==> config.mk <==
export PLATFORM = sky130hd
export DESIGN_NAME = writeback_stage
export DESIGN_NICKNAME = d
export VERILOG_FILES = /design/src/rtl/writeback_stage.sv
export SDC_FILE = /design/constraint.sdc
export NUM_CORES = 1
export LEC_CHECK = 0
export ABC_AREA = 0
export CAP_MARGIN = 20
export CORE_MARGIN = 2
export CORE_UTILIZATION = 50
export CTS_CLUSTER_DIAMETER = 100
export DETAILED_ROUTE_END_ITERATION = 7
export PLACE_DENSITY = 0.72
export SLEW_MARGIN = 15
export SYNTH_ARGS = -nofsm -noshare
export SYNTH_HDL_FRONTEND = slang
export SYNTH_SLANG_ARGS = --single-unit
==> constraint.sdc <==
create_clock -name clk -period 12.52 [get_ports clk]
set_input_delay 2.504 -clock clk [delete_from_list [all_inputs] [get_ports clk]]
set_output_delay 2.504 -clock clk [all_outputs]
set_load 0.02 [all_outputs]
==> src/rtl/writeback_stage.sv <==
// Writeback stage: M/W pipeline register, result select and syscall service (print_int,
// print_char, exit) over a valid/ready byte port. Define WB_PRINT_HEX_EN to add v0=34 print_hex.
module writeback_stage #(
    parameter int unsigned DATA_W        = 32,
    parameter int unsigned REG_ADDR_W    = 5,
    parameter int unsigned V0_PRINT_INT  = 1,
    parameter int unsigned V0_EXIT       = 10,
    parameter int unsigned V0_PRINT_CHAR = 11
) (
    input  logic                  clk,
    input  logic                  reset,
    input  logic                  RegWriteM,
    input  logic                  MemtoRegM,
    input  logic [DATA_W-1:0]     ReadDataM,
    input  logic [DATA_W-1:0]     ALUOutM,
    input  logic [REG_ADDR_W-1:0] WriteRegM,
    input  logic                  syscallM,
    input  logic [DATA_W-1:0]     v0M,
    input  logic [DATA_W-1:0]     a0M,
    output logic                  RegWriteW,
    output logic [REG_ADDR_W-1:0] WriteRegW,
    output logic [DATA_W-1:0]     ResultW,
    output logic                  StallW_out,
    output logic [7:0]            char_out,
    output logic                  char_valid,
    input  logic                  char_ready,
    output logic                  halt
);

`ifdef WB_PRINT_HEX_EN
    localparam int unsigned V0_PRINT_HEX = 34;
`endif

    typedef enum logic [2:0] {StIdle, StConv, StEmit, StDone, StHalt} state_e;

    // W pipeline register
    logic                  regwrite_q, memtoreg_q, syscall_q;
    logic [DATA_W-1:0]     readdata_q, aluout_q, v0_q, a0_q;
    logic [REG_ADDR_W-1:0] writereg_q;

    // Syscall engine state
    state_e                state_q, state_d;
    logic [DATA_W-1:0]     mag_q, mag_d;
    logic [3:0]            digit_q [10];
    logic [3:0]            digit_d [10];
    logic [3:0]            cnt_q, cnt_d;
    logic [1:0]            pre_q, pre_d;
    logic                  raw_q, raw_d;
    logic                  hex_q, hex_d;
    logic                  clr_sys;

    logic [DATA_W-1:0]     mag_abs, mag_div;
    logic [3:0]            mag_mod, emit_idx, emit_digit;

    assign mag_abs    = a0_q[DATA_W-1] ? (~a0_q + 32'd1) : a0_q;
    assign mag_div    = mag_q / 32'd10;
    assign mag_mod    = 4'(mag_q % 32'd10);
    assign emit_idx   = cnt_q - 4'd1;
    assign emit_digit = digit_q[emit_idx];

    assign StallW_out = (state_q != StIdle) | syscall_q;
    assign RegWriteW  = regwrite_q & ~syscall_q;
    assign WriteRegW  = writereg_q;
    assign ResultW    = memtoreg_q ? readdata_q : aluout_q;
    assign halt       = (state_q == StHalt);

    always_ff @(posedge clk) begin
        if (reset) begin
            regwrite_q <= 1'b0;
            memtoreg_q <= 1'b0;
            readdata_q <= '0;
            aluout_q   <= '0;
            writereg_q <= '0;
            syscall_q  <= 1'b0;
            v0_q       <= '0;
            a0_q       <= '0;
        end else if (!StallW_out) begin
            regwrite_q <= RegWriteM;
            memtoreg_q <= MemtoRegM;
            readdata_q <= ReadDataM;
            aluout_q   <= ALUOutM;
            writereg_q <= WriteRegM;
            syscall_q  <= syscallM;
            v0_q       <= v0M;
            a0_q       <= a0M;
        end else if (clr_sys) begin
            syscall_q  <= 1'b0;
        end
    end

    always_ff @(posedge clk) begin
        if (reset) begin
            state_q <= StIdle;
            mag_q   <= '0;
            cnt_q   <= '0;
            pre_q   <= '0;
            raw_q   <= 1'b0;
            hex_q   <= 1'b0;
            for (int i = 0; i < 10; i++) digit_q[i] <= '0;
        end else begin
            state_q <= state_d;
            mag_q   <= mag_d;
            cnt_q   <= cnt_d;
            pre_q   <= pre_d;
            raw_q   <= raw_d;
            hex_q   <= hex_d;
            for (int i = 0; i < 10; i++) digit_q[i] <= digit_d[i];
        end
    end

    always_comb begin
        state_d    = state_q;
        mag_d      = mag_q;
        cnt_d      = cnt_q;
        pre_d      = pre_q;
        raw_d      = raw_q;
        hex_d      = hex_q;
        digit_d    = digit_q;
        clr_sys    = 1'b0;
        char_valid = 1'b0;
        char_out   = 8'h00;

        case (state_q)
            StIdle: begin
                if (syscall_q) begin
                    raw_d = 1'b0;
                    hex_d = 1'b0;
                    pre_d = 2'd0;
                    cnt_d = 4'd0;
                    if (v0_q == DATA_W'(V0_PRINT_INT)) begin
                        state_d = StConv;
                        mag_d   = mag_abs;
                        pre_d   = {1'b0, a0_q[DATA_W-1]};
                    end else if (v0_q == DATA_W'(V0_PRINT_CHAR)) begin
                        state_d = StEmit;
                        raw_d   = 1'b1;
                    end else if (v0_q == DATA_W'(V0_EXIT)) begin
                        state_d = StHalt;
`ifdef WB_PRINT_HEX_EN
                    end else if (v0_q == DATA_W'(V0_PRINT_HEX)) begin
                        // Nibbles stored LSB-first so EMIT walks them MSB-first like decimal
                        state_d = StEmit;
                        hex_d   = 1'b1;
                        pre_d   = 2'd2;
                        cnt_d   = 4'd8;
                        for (int i = 0; i < 8; i++) digit_d[i] = a0_q[4*i +: 4];
`endif
                    end else begin
                        state_d = StDone;
                    end
                end
            end
            StConv: begin
                digit_d[cnt_q] = mag_mod;
                mag_d          = mag_div;
                cnt_d          = cnt_q + 4'd1;
                if (mag_div == '0) state_d = StEmit;
            end
            StEmit: begin
                char_valid = 1'b1;
                if (raw_q) begin
                    char_out = a0_q[7:0];
                end else if (pre_q != 2'd0) begin
                    char_out = !hex_q ? 8'h2d : (pre_q == 2'd2) ? 8'h30 : 8'h78;
                end else if (emit_digit < 4'd10) begin
                    char_out = 8'h30 + {4'd0, emit_digit};
                end else begin
                    char_out = 8'h57 + {4'd0, emit_digit};
                end
                if (char_ready) begin
                    if (raw_q) begin
                        state_d = StDone;
                    end else if (pre_q != 2'd0) begin
                        pre_d = pre_q - 2'd1;
                    end else if (cnt_q == 4'd1) begin
                        state_d = StDone;
                    end else begin
                        cnt_d = cnt_q - 4'd1;
                    end
                end
            end
            StDone: begin
                clr_sys = 1'b1;
                state_d = StIdle;
            end
            StHalt: begin
                state_d = StHalt;
            end
            default: state_d = StIdle;
        endcase
    end

endmodule

==> results.json, run 1 <==
{
  "finish.cell_count_without_fillers": 2559,
  "tightestPinTransition_ns": 1.05,
  "critical_path.max_fanout": 20,
  "starting_density": 0.511,
  "r2r_cells": 35,
  "htree_levels": 1,
  "setup_viol": 0,
  "startpoint_type": "register",
  "antenna_violations_before_repair": 0,
  "core_area_mm2": 0.0298,
  "total_half_perimeter_wirelength_after_legalization_and_detailed_placement_um": 32700,
  "synth_xor_area_frac": 0.0247,
  "first_pass_grt_wire_length_um": 76500,
  "chipWidth_um": 178,
  "largest_family_of_logic_cells_by_synthesized_area": "compound AO/OA/AOI/OAI gates",
  "synth-edff-count": 0,
  "n_antenna_cell": 0,
  "grt_setup_unrepaired": "no",
  "hold_viol_final": 0,
  "final-max-slew-violation-count": 0,
  "max-cap-violations": 0,
  "synth_area_mm2": 0.0152,
  "synth-async-reset-ratio": 0,
  "synth_simple_gate_area_frac": 0.267,
  "top_level_ports": 188,
  "totalNegativeSetupSlack_ns": 0,
  "place_inst": 2514,
  "seq_total_area_yosys": 0.287,
  "post-route-drc-count": 0,
  "ctsRootBufferMaster": "clkbuf_16",
  "synth_nets": 2224,
  "syn_avg_cell_area_um2": 7.33,
  "placement_rows": 63,
  "route.antenna.remaining_nets": 0,
  "worst_flop_to_flop_path_startpoint": "mag_q[29]",
  "dr.pass1.iters": 5,
  "worst_slew_slack_as_a_fraction_of_its_limit": 0.301,
  "top_post_synthesis_cells_by_count": "nand2_1 (380), a21oi_1 (226), dfxtp_1 (218), nor2_1 (170), clkbuf_1 (133)",
  "netlist_instances": 2077,
  "wirelength_um": 47300,
  "cell_type_with_the_highest_aggregate_area_in_the_netlist": "dfxtp_1",
  "regToRegSetupSlack_ns": 0.68,
  "timing.final.crit_share": 0.946,
  "worst_path_most_repeated_cell": "nand3_1",
  "critical_path_arrival_ns": 12.30,
  "fin_skew_ns": 0.0232,
  "placement.cell_area_mm2": 0.0171,
  "globalRoute.totalOverflow": 0,
  "cts_made_buffers": 25,
  "synth_to_layout_area_growth_pct": 18.4,
  "wire_per_inst_um": 18.5,
  "slowest_delay_ns": 0.75,
  "synth_warnings": 0,
  "layout.core_utilization": 0.605,
  "critical_path.slowest_cell": "o211ai_1",
  "clkSlewWorstSetupHoldPaths_ns": 0.07,
  "synth.most_common_cell": "nand2_1",
  "grt_max_degree": 140,
  "timing.setup.critical_path_class": "register to register",
  "layout.nets": 2300,
  "numClockSinks": 218,
  "die_area_mm2": 0.0318,
  "most_common_flop_cell_mapped_by_yosys": "dfxtp_1",
  "synth.ff_latch_count": 218,
  "synth_fa_ha_area_frac": 0.00724,
  "gp_congestion": 0.943,
  "yosys-mux-area-fraction": 0.0538,
  "vias": 16237,
  "cp_data_required_time_ns": 12.98,
  "post_cts_setup_repair_buffer_count": 0,
  "drc_violation_total_after_the_first_tritonroute_iteration": 1470,
  "outcome": "completed",
  "cts-hold-fix-buffers": 0,
  "die_height_um": 178,
  "synth.top_cells.by_area": "dfxtp_1 (29%), nand2_1 (9.4%), a21oi_1 (7.4%), nor2_1 (4.2%), a211oi_1 (3.7%)",
  "clk_path_buf_depth": 3,
  "synth.top_cell.area_share": 0.287,
  "launching_instance_or_port_of_the_critical_path": "mag_q[29]",
  "yosys.cell_types.count": 116,
  "max_freq_mhz": 84.5,
  "finalCriticalPeriod_ns": 11.84,
  "min_delay_path_depth": 2,
  "min-delay-start": "aluout_q[7]",
  "critPathCaptureType": "register",
  "final.fill_count": 2753,
  "drt-vias-per-instance": 6.35,
  "track_usage": 0.289,
  "post_route_cells_drive_above_1_share": 0.0788,
  "clock_insertion_delay_worst_skew_ns": 0.53,
  "cts_tree": "done",
  "synth_compound_area_frac": 0.308,
  "grt_pass1_vias": 14964,
  "final_instance_area_mm2": 0.0180,
  "min_path_type": "register to register",
  "count_of_port_buffers_added_during_placement": 187
}
==> stage by stage <==
stage          hold slack, ns  worst slack (ns)
6_report                0.451             0.681
5_1_grt                 0.468            0.0127
4_1_cts                 0.453             0.434
3_5_place_dp            0.446             0.501
3_3_place_gp            0.438             0.761
2_1_floorplan           0.432              2.73
==> registers in the layout, summed over array words and instances (netlist names) <==
signal and cells:
digit_q 40, a0_q 32, aluout_q 32, mag_q 32, readdata_q 32, v0_q 32
WriteRegW 5, cnt_q 4, state_q 3, pre_q 2, memtoreg_q 1, raw_q 1
regwrite_q 1, syscall_q 1
==> cell families after synthesis <==
group / after synthesis
simple gates: 866
compound gates: 669
flops: 218
buf+inv: 205
mux: 67
xor+xnor: 43
fa+ha+maj: 9
==> path summary, 6_finish.rpt <==
kind | to
setup reg to reg | digit_q[30]
setup / recovery | digit_q[30]
hold reg to reg | aluout_q[7]
hold / removal | aluout_q[7]
==> timing repair <==
action,in CTS,in global routing
setup endpoints to repair,0,34
hold endpoints to repair,0,0
resized for setup,0,19
==> cell usage in the layout, fill, tap and decap left out, types with 16 or more instances in the layout <==
| cell type | n |
|---|---|
| clkbuf_16 | 25 |
| nor4_1 | 18 |
| a31oi_1 | 30 |
| nor2_1 | 168 |
| mux2i_1 | 24 |
| nand2_1 | 380 |
| mux2_2 | 33 |
| or3_1 | 23 |
| dfxtp_1 | 214 |
| o31ai_1 | 20 |
| and3_1 | 23 |
| clkdlybuf4s50_1 | 186 |
| nand3_1 | 53 |
| nand4_1 | 30 |
| a211o_1 | 17 |
| a21oi_1 | 226 |
| inv_1 | 39 |
| a211oi_1 | 73 |
| nor3_1 | 48 |
| o21ai_0 | 54 |
| o2111ai_1 | 16 |
| buf_4 | 19 |
| xnor2_1 | 31 |
==> layout make-up <==
cell class | count | area (µm²) | share of cell area
clock buffers | 33 | 696 | 0.0386
inverters | 46 | 175 | 0.00972
well taps | 390 | 488 | 0.0271
multi-input cells | 1654 | 10100 | 0.563
clock inverters | 10 | 92.6 | 0.00514
repair buffers | 208 | 2060 | 0.114
flip-flops and latches | 218 | 4370 | 0.242
==> per-layer routing <==
layer  up-vias  global-route usage  share of wire
met5         -                   0              0
li1       7842                   -              -
met2       717               0.491           0.47
met1      7561               0.364           0.41
met4         0              0.0945          0.031
met3       117              0.0620          0.083
==> worst max-delay path, delay by kind of cell (launching register included) <==
family | cells | cell delay [ns]
compound gates | 18 | 5.78
simple gates | 15 | 4.82
flops | 1 | 0.54
mux | 1 | 0.35
buf+inv | 1 | 0.26
Power of run 1 is left out: the tool's default activity adds up to more than one toggle a clock period on the data nets, which glitch-free logic cannot reach.
==> run 2: changes to the inputs <==
--- a/config.mk
+++ b/config.mk
@@ -7,7 +7,7 @@
 export LEC_CHECK = 0
 export ABC_AREA = 0
 export CAP_MARGIN = 20
-export CORE_MARGIN = 2
+export CORE_MARGIN = 4
 export CORE_UTILIZATION = 50
 export CTS_CLUSTER_DIAMETER = 100
 export DETAILED_ROUTE_END_ITERATION = 7
==> run 2 against run 1 <==
Effect of this change:
- non-clock buffer count up 3
- die area up 4.5%
- worst hold slack worse by 0.00052 ns
- clock-buffer cell count up 5
- critical endpoint is now digit_q[17]
==> results.json, run 2 (same netlist as run 1, synthesis figures left out) <==
{
  "outcome": "completed",
  "numClockSinks": 218,
  "max_flop_register": "digit_q",
  "wirelength_um": 47900,
  "first_pass_grt_wire_length_um": 77100,
  "route.antenna.remaining_nets": 0,
  "top_level_ports": 188,
  "drt-vias-per-instance": 6.34,
  "clock_insertion_delay_worst_skew_ns": 0.52,
  "fin_skew_ns": 0.0117,
  "core_area_mm2": 0.0298,
  "post_route_cells_drive_above_1_share": 0.0805,
  "gp_congestion": 0.946,
  "synth_to_layout_area_growth_pct": 19.0,
  "drc_violation_total_after_the_first_tritonroute_iteration": 1505,
  "max_freq_mhz": 85.5,
  "globalRoute.totalOverflow": 0,
  "setup_viol": 0,
  "critical_path_arrival_ns": 12.06,
  "cp.buffers_inverters": 2,
  "critPathCaptureType": "register",
  "final.fill_count": 2714,
  "timing.setup.critical_path_class": "register to register",
  "track_usage": 0.270,
  "layout_setup_ws_ns": 0.827,
  "dr.pass1.iters": 5,
  "largest_reg_flops": 40,
  "grt_pass1_vias": 14979,
  "min_path_type": "register to register",
  "final-max-slew-violation-count": 0,
  "n_antenna_cell": 0,
  "slowest_delay_ns": 0.56,
  "htree_levels": 1,
  "totalNegativeSetupSlack_ns": 0,
  "cts_made_buffers": 25,
  "place_inst": 2512,
  "layout.nets": 2303,
  "regToRegSetupSlack_ns": 0.83,
  "cts_tree": "done",
  "chipWidth_um": 182,
  "max-cap-violations": 0,
  "grt_setup_unrepaired": "no",
  "placement_rows": 63,
  "timing.final.crit_share": 0.934,
  "finish.cell_count_without_fillers": 2563,
  "vias": 16247,
  "cp_data_required_time_ns": 12.89,
  "starting_density": 0.511,
  "final_common_cell": "nand2_1",
  "clk_path_buf_depth": 3,
  "grt_max_degree": 150,
  "hold_viol_final": 0,
  "count_of_port_buffers_added_during_placement": 187,
  "antenna_violations_before_repair": 0,
  "die_area_mm2": 0.0333,
  "post-route-drc-count": 0,
  "worst_path_dominant_cell_family": "compound AO/OA/AOI/OAI gates",
  "mostFrequentLayoutCells": "nand2_1 (380), a21oi_1 (226), dfxtp_1 (212)",
  "finalCriticalPeriod_ns": 11.69,
  "startpoint_type": "register",
  "clkSlewWorstSetupHoldPaths_ns": 0.06,
  "pre_cts_ws_ns": 0.514,
  "worst_slew_slack_as_a_fraction_of_its_limit": 0.460,
  "ctsRootBufferMaster": "clkbuf_16",
  "wire_per_inst_um": 18.7,
  "die_height_um": 182,
  "cts-hold-fix-buffers": 0,
  "tightestPinTransition_ns": 0.790,
  "critical_path.max_fanout": 22,
  "critical_path.slowest_cell": "dfxtp_2",
  "total_half_perimeter_wirelength_after_legalization_and_detailed_placement_um": 33400
}
-- run 2: changes by cell type in the layout (fill, tap and decap cells not counted), sizes merged --
cell      change
inv           +1
clkbuf        +5
clkinv        -2
clkinvlp      -4
buf           +3
bufinv        +1
-- run 2: worst paths after layout --
kind | start | endpoint | cells past startpoint
max | mag_q[31] | digit_q[17] | 36
min | aluout_q[25] | aluout_q[25] | 2
max reg2reg | mag_q[31] | digit_q[17] | 36
min reg2reg | aluout_q[25] | aluout_q[25] | 2
-- run 2: metal layers --
metal  track usage  vias to the layer above  wire (µm)
met5             0                        -          0
met4        0.0573                        0       1050
met3        0.0596                       88       3980
met2         0.470                      670      23200
met1         0.345                     7629      19800
li1              -                     7860          -
-- run 2: worst register-to-register path: cells and delay by family (launching register included) --
kind                   cells  cell delay, ns
flip-flops                 1            0.56
buffers and inverters      2            0.40
AND/OR/NAND/NOR           13            3.93
XOR/XNOR                   1            0.17
AO/OA/AOI/OAI             19            6.15
multiplexers               1            0.33
-- run 2: final cells by class --
| type | count | area [µm²] | share of cell area |
|---|---|---|---|
| Clock inverter | 6 | 87.6 | 0.00484 |
| Tap cell | 390 | 488 | 0.0269 |
| Sequential cell | 218 | 4370 | 0.242 |
| Timing Repair Buffer | 211 | 2110 | 0.116 |
| Multi-Input combinational cell | 1654 | 10100 | 0.560 |
| Inverter | 46 | 175 | 0.00967 |
| Clock buffer | 38 | 734 | 0.0406 |
-- run 2: repair_timing --
| item | in CTS | in global routing |
|---|---|---|
| resized for setup | 0 | 23 |
| setup endpoints to repair | 0 | 34 |
| buffers inserted | 0 | 4 |
-- run 2: stage by stage --
step           instance area, µm²   util  hold WS (ns)
2_1_floorplan               15200      -         0.432
3_3_place_gp                17100  0.573         0.439
3_5_place_dp                17100  0.573         0.446
4_1_cts                     17900  0.601         0.454
5_1_grt                     18100  0.608         0.468
6_report                    18100  0.608         0.451
Power of run 2 is left out for the same reason.
==> run 3: changes to the inputs <==
--- a/config.mk
+++ b/config.mk
@@ -7,11 +7,13 @@
 export LEC_CHECK = 0
 export ABC_AREA = 0
 export CAP_MARGIN = 20
+export CELL_PAD_IN_SITES_DETAIL_PLACEMENT = 0
+export CELL_PAD_IN_SITES_GLOBAL_PLACEMENT = 1
 export CORE_MARGIN = 4
-export CORE_UTILIZATION = 50
+export CORE_UTILIZATION = 42
 export CTS_CLUSTER_DIAMETER = 100
 export DETAILED_ROUTE_END_ITERATION = 7
-export PLACE_DENSITY = 0.72
+export PLACE_DENSITY = 0.81
 export SLEW_MARGIN = 15
 export SYNTH_ARGS = -nofsm -noshare
 export SYNTH_HDL_FRONTEND = slang
==> run 3 against run 2 <==
Effect of this change:
- non-clock buffer count up 4
- worst hold slack lost 0.00051 ns
- critical endpoint is now digit_q[30]
- global-route usage decreased by 2.5 points
- maximum frequency down 0.66%
- clock-buffer cell count unchanged
- largest cell class unchanged
- first-iteration DRC count decreased by 21%
==> results.json, run 3 (same netlist as run 1, synthesis figures left out) <==
{
  "core_area_mm2": 0.0357,
  "total_half_perimeter_wirelength_after_legalization_and_detailed_placement_um": 36100,
  "post_route_cells_drive_above_1_share": 0.0841,
  "placement.cell_area_mm2": 0.0173,
  "final.fill_count": 3551,
  "die_height_um": 198,
  "clk_path_buf_depth": 3,
  "post-route-drc-count": 0,
  "placement_rows": 69,
  "route.antenna.remaining_nets": 0,
  "die_area_mm2": 0.0393,
  "critical_path.max_fanout": 16,
  "finalCriticalPeriod_ns": 11.77,
  "worst_slew_slack_as_a_fraction_of_its_limit": 0.320,
  "totalNegativeSetupSlack_ns": 0,
  "final_instance_area_mm2": 0.0182,
  "grt_util_met3": 0.0529,
  "mostFrequentLayoutCells": "nand2_1 (380), a21oi_1 (225), dfxtp_1 (213)",
  "starting_density": 0.427,
  "layout.nets": 2307,
  "chipWidth_um": 198,
  "critical_path.slowest_cell": "or3_1",
  "ctsRootBufferMaster": "clkbuf_16",
  "grt_setup_unrepaired": "no",
  "min_path_type": "register to register",
  "numClockSinks": 218,
  "gr-usage-met1": 0.317,
  "cts_made_buffers": 25,
  "cp_data_required_time_ns": 12.98,
  "grt_pass1_vias": 15138,
  "max-cap-violations": 0,
  "grt_most_used_layer": "met2",
  "antenna_violations_before_repair": 1,
  "track_usage": 0.246,
  "final-max-slew-violation-count": 0,
  "timing.final.crit_share": 0.940,
  "drc_violation_total_after_the_first_tritonroute_iteration": 1191,
  "grt_max_degree": 122,
  "post_cts_setup_repair_buffer_count": 0,
  "clkSlewWorstSetupHoldPaths_ns": 0.06,
  "slowest_delay_ns": 0.58,
  "max_freq_mhz": 85.0,
  "timing.setup.critical_path_class": "register to register",
  "dr.pass1.iters": 6,
  "tightestPinTransition_ns": 1.02,
  "startpoint_type": "register",
  "clock_insertion_delay_worst_skew_ns": 0.52,
  "n_antenna_cell": 0,
  "wirelength_um": 50600,
  "critical_path_arrival_ns": 12.23,
  "final_common_cell": "nand2_1",
  "first_pass_grt_wire_length_um": 81200,
  "max_flop_register": "digit_q",
  "critPathCaptureType": "register",
  "count_of_port_buffers_added_during_placement": 187,
  "drt-vias-per-instance": 6.10,
  "fin_skew_ns": 0.0242,
  "synth_to_layout_area_growth_pct": 19.5,
  "largest_reg_flops": 40,
  "htree_levels": 1,
  "top_level_ports": 188,
  "grt.met2_usage": 0.421,
  "cts_tree": "done",
  "gp_congestion": 0.934,
  "outcome": "completed",
  "setup_viol": 0,
  "wire_per_inst_um": 19.2,
  "hold_viol_final": 0,
  "vias": 16083,
  "globalRoute.totalOverflow": 0
}
## run 3: path summary, 6_finish.rpt
path	startpoint	endpoint	slack, ns	cells after the start
min reg2reg	aluout_q[23]	aluout_q[23]	0.45	2
max	mag_q[31]	digit_q[30]	0.75	36
max reg2reg	mag_q[31]	digit_q[30]	0.75	36
min	aluout_q[23]	aluout_q[23]	0.45	2
## run 3: worst max-delay path, delay by kind of cell (launching register included)
family	cells	cell delay, ns
compound gates	17	5.54
simple gates	14	4.16
mux	2	0.75
flops	1	0.57
buf+inv	2	0.51
xor+xnor	1	0.18
## run 3: area by class of cell
cell class | count | area [µm²] | area share
sequential | 218 | 4370 | 0.240
timing repair buffer | 215 | 2090 | 0.115
clock buffer | 38 | 714 | 0.0393
inverter | 46 | 175 | 0.00963
tap | 461 | 577 | 0.0317
multi-input combinational | 1654 | 10200 | 0.561
clock inverter | 5 | 52.6 | 0.00289
## run 3: layer usage
metal | routed length [µm] | share of wire | vias up
met5 | 13 | 0.00026 | -
met4 | 1160 | 0.023 | 2
met3 | 3780 | 0.075 | 76
met2 | 23900 | 0.47 | 573
met1 | 21700 | 0.43 | 7565
li1 | - | - | 7867
## run 3: what timing repair did
action                     in CTS  in global routing
setup endpoints to repair       0                 34
hold buffers                    0                  0
resized for setup               0                 32
## run 3: stage by stage
step | instances | worst slack [ns] | hold WS (ns) | utilization
6_report | 2637 | 0.748 | 0.450 | 0.510
2_1_floorplan | 2077 | 2.73 | 0.432 | -
3_3_place_gp | 2594 | 0.565 | 0.438 | 0.484
4_1_cts | 2637 | 0.435 | 0.453 | 0.505
5_1_grt | 2637 | 0.0422 | 0.466 | 0.510
3_5_place_dp | 2594 | 0.494 | 0.445 | 0.484
Power of run 3 is left out for the same reason.
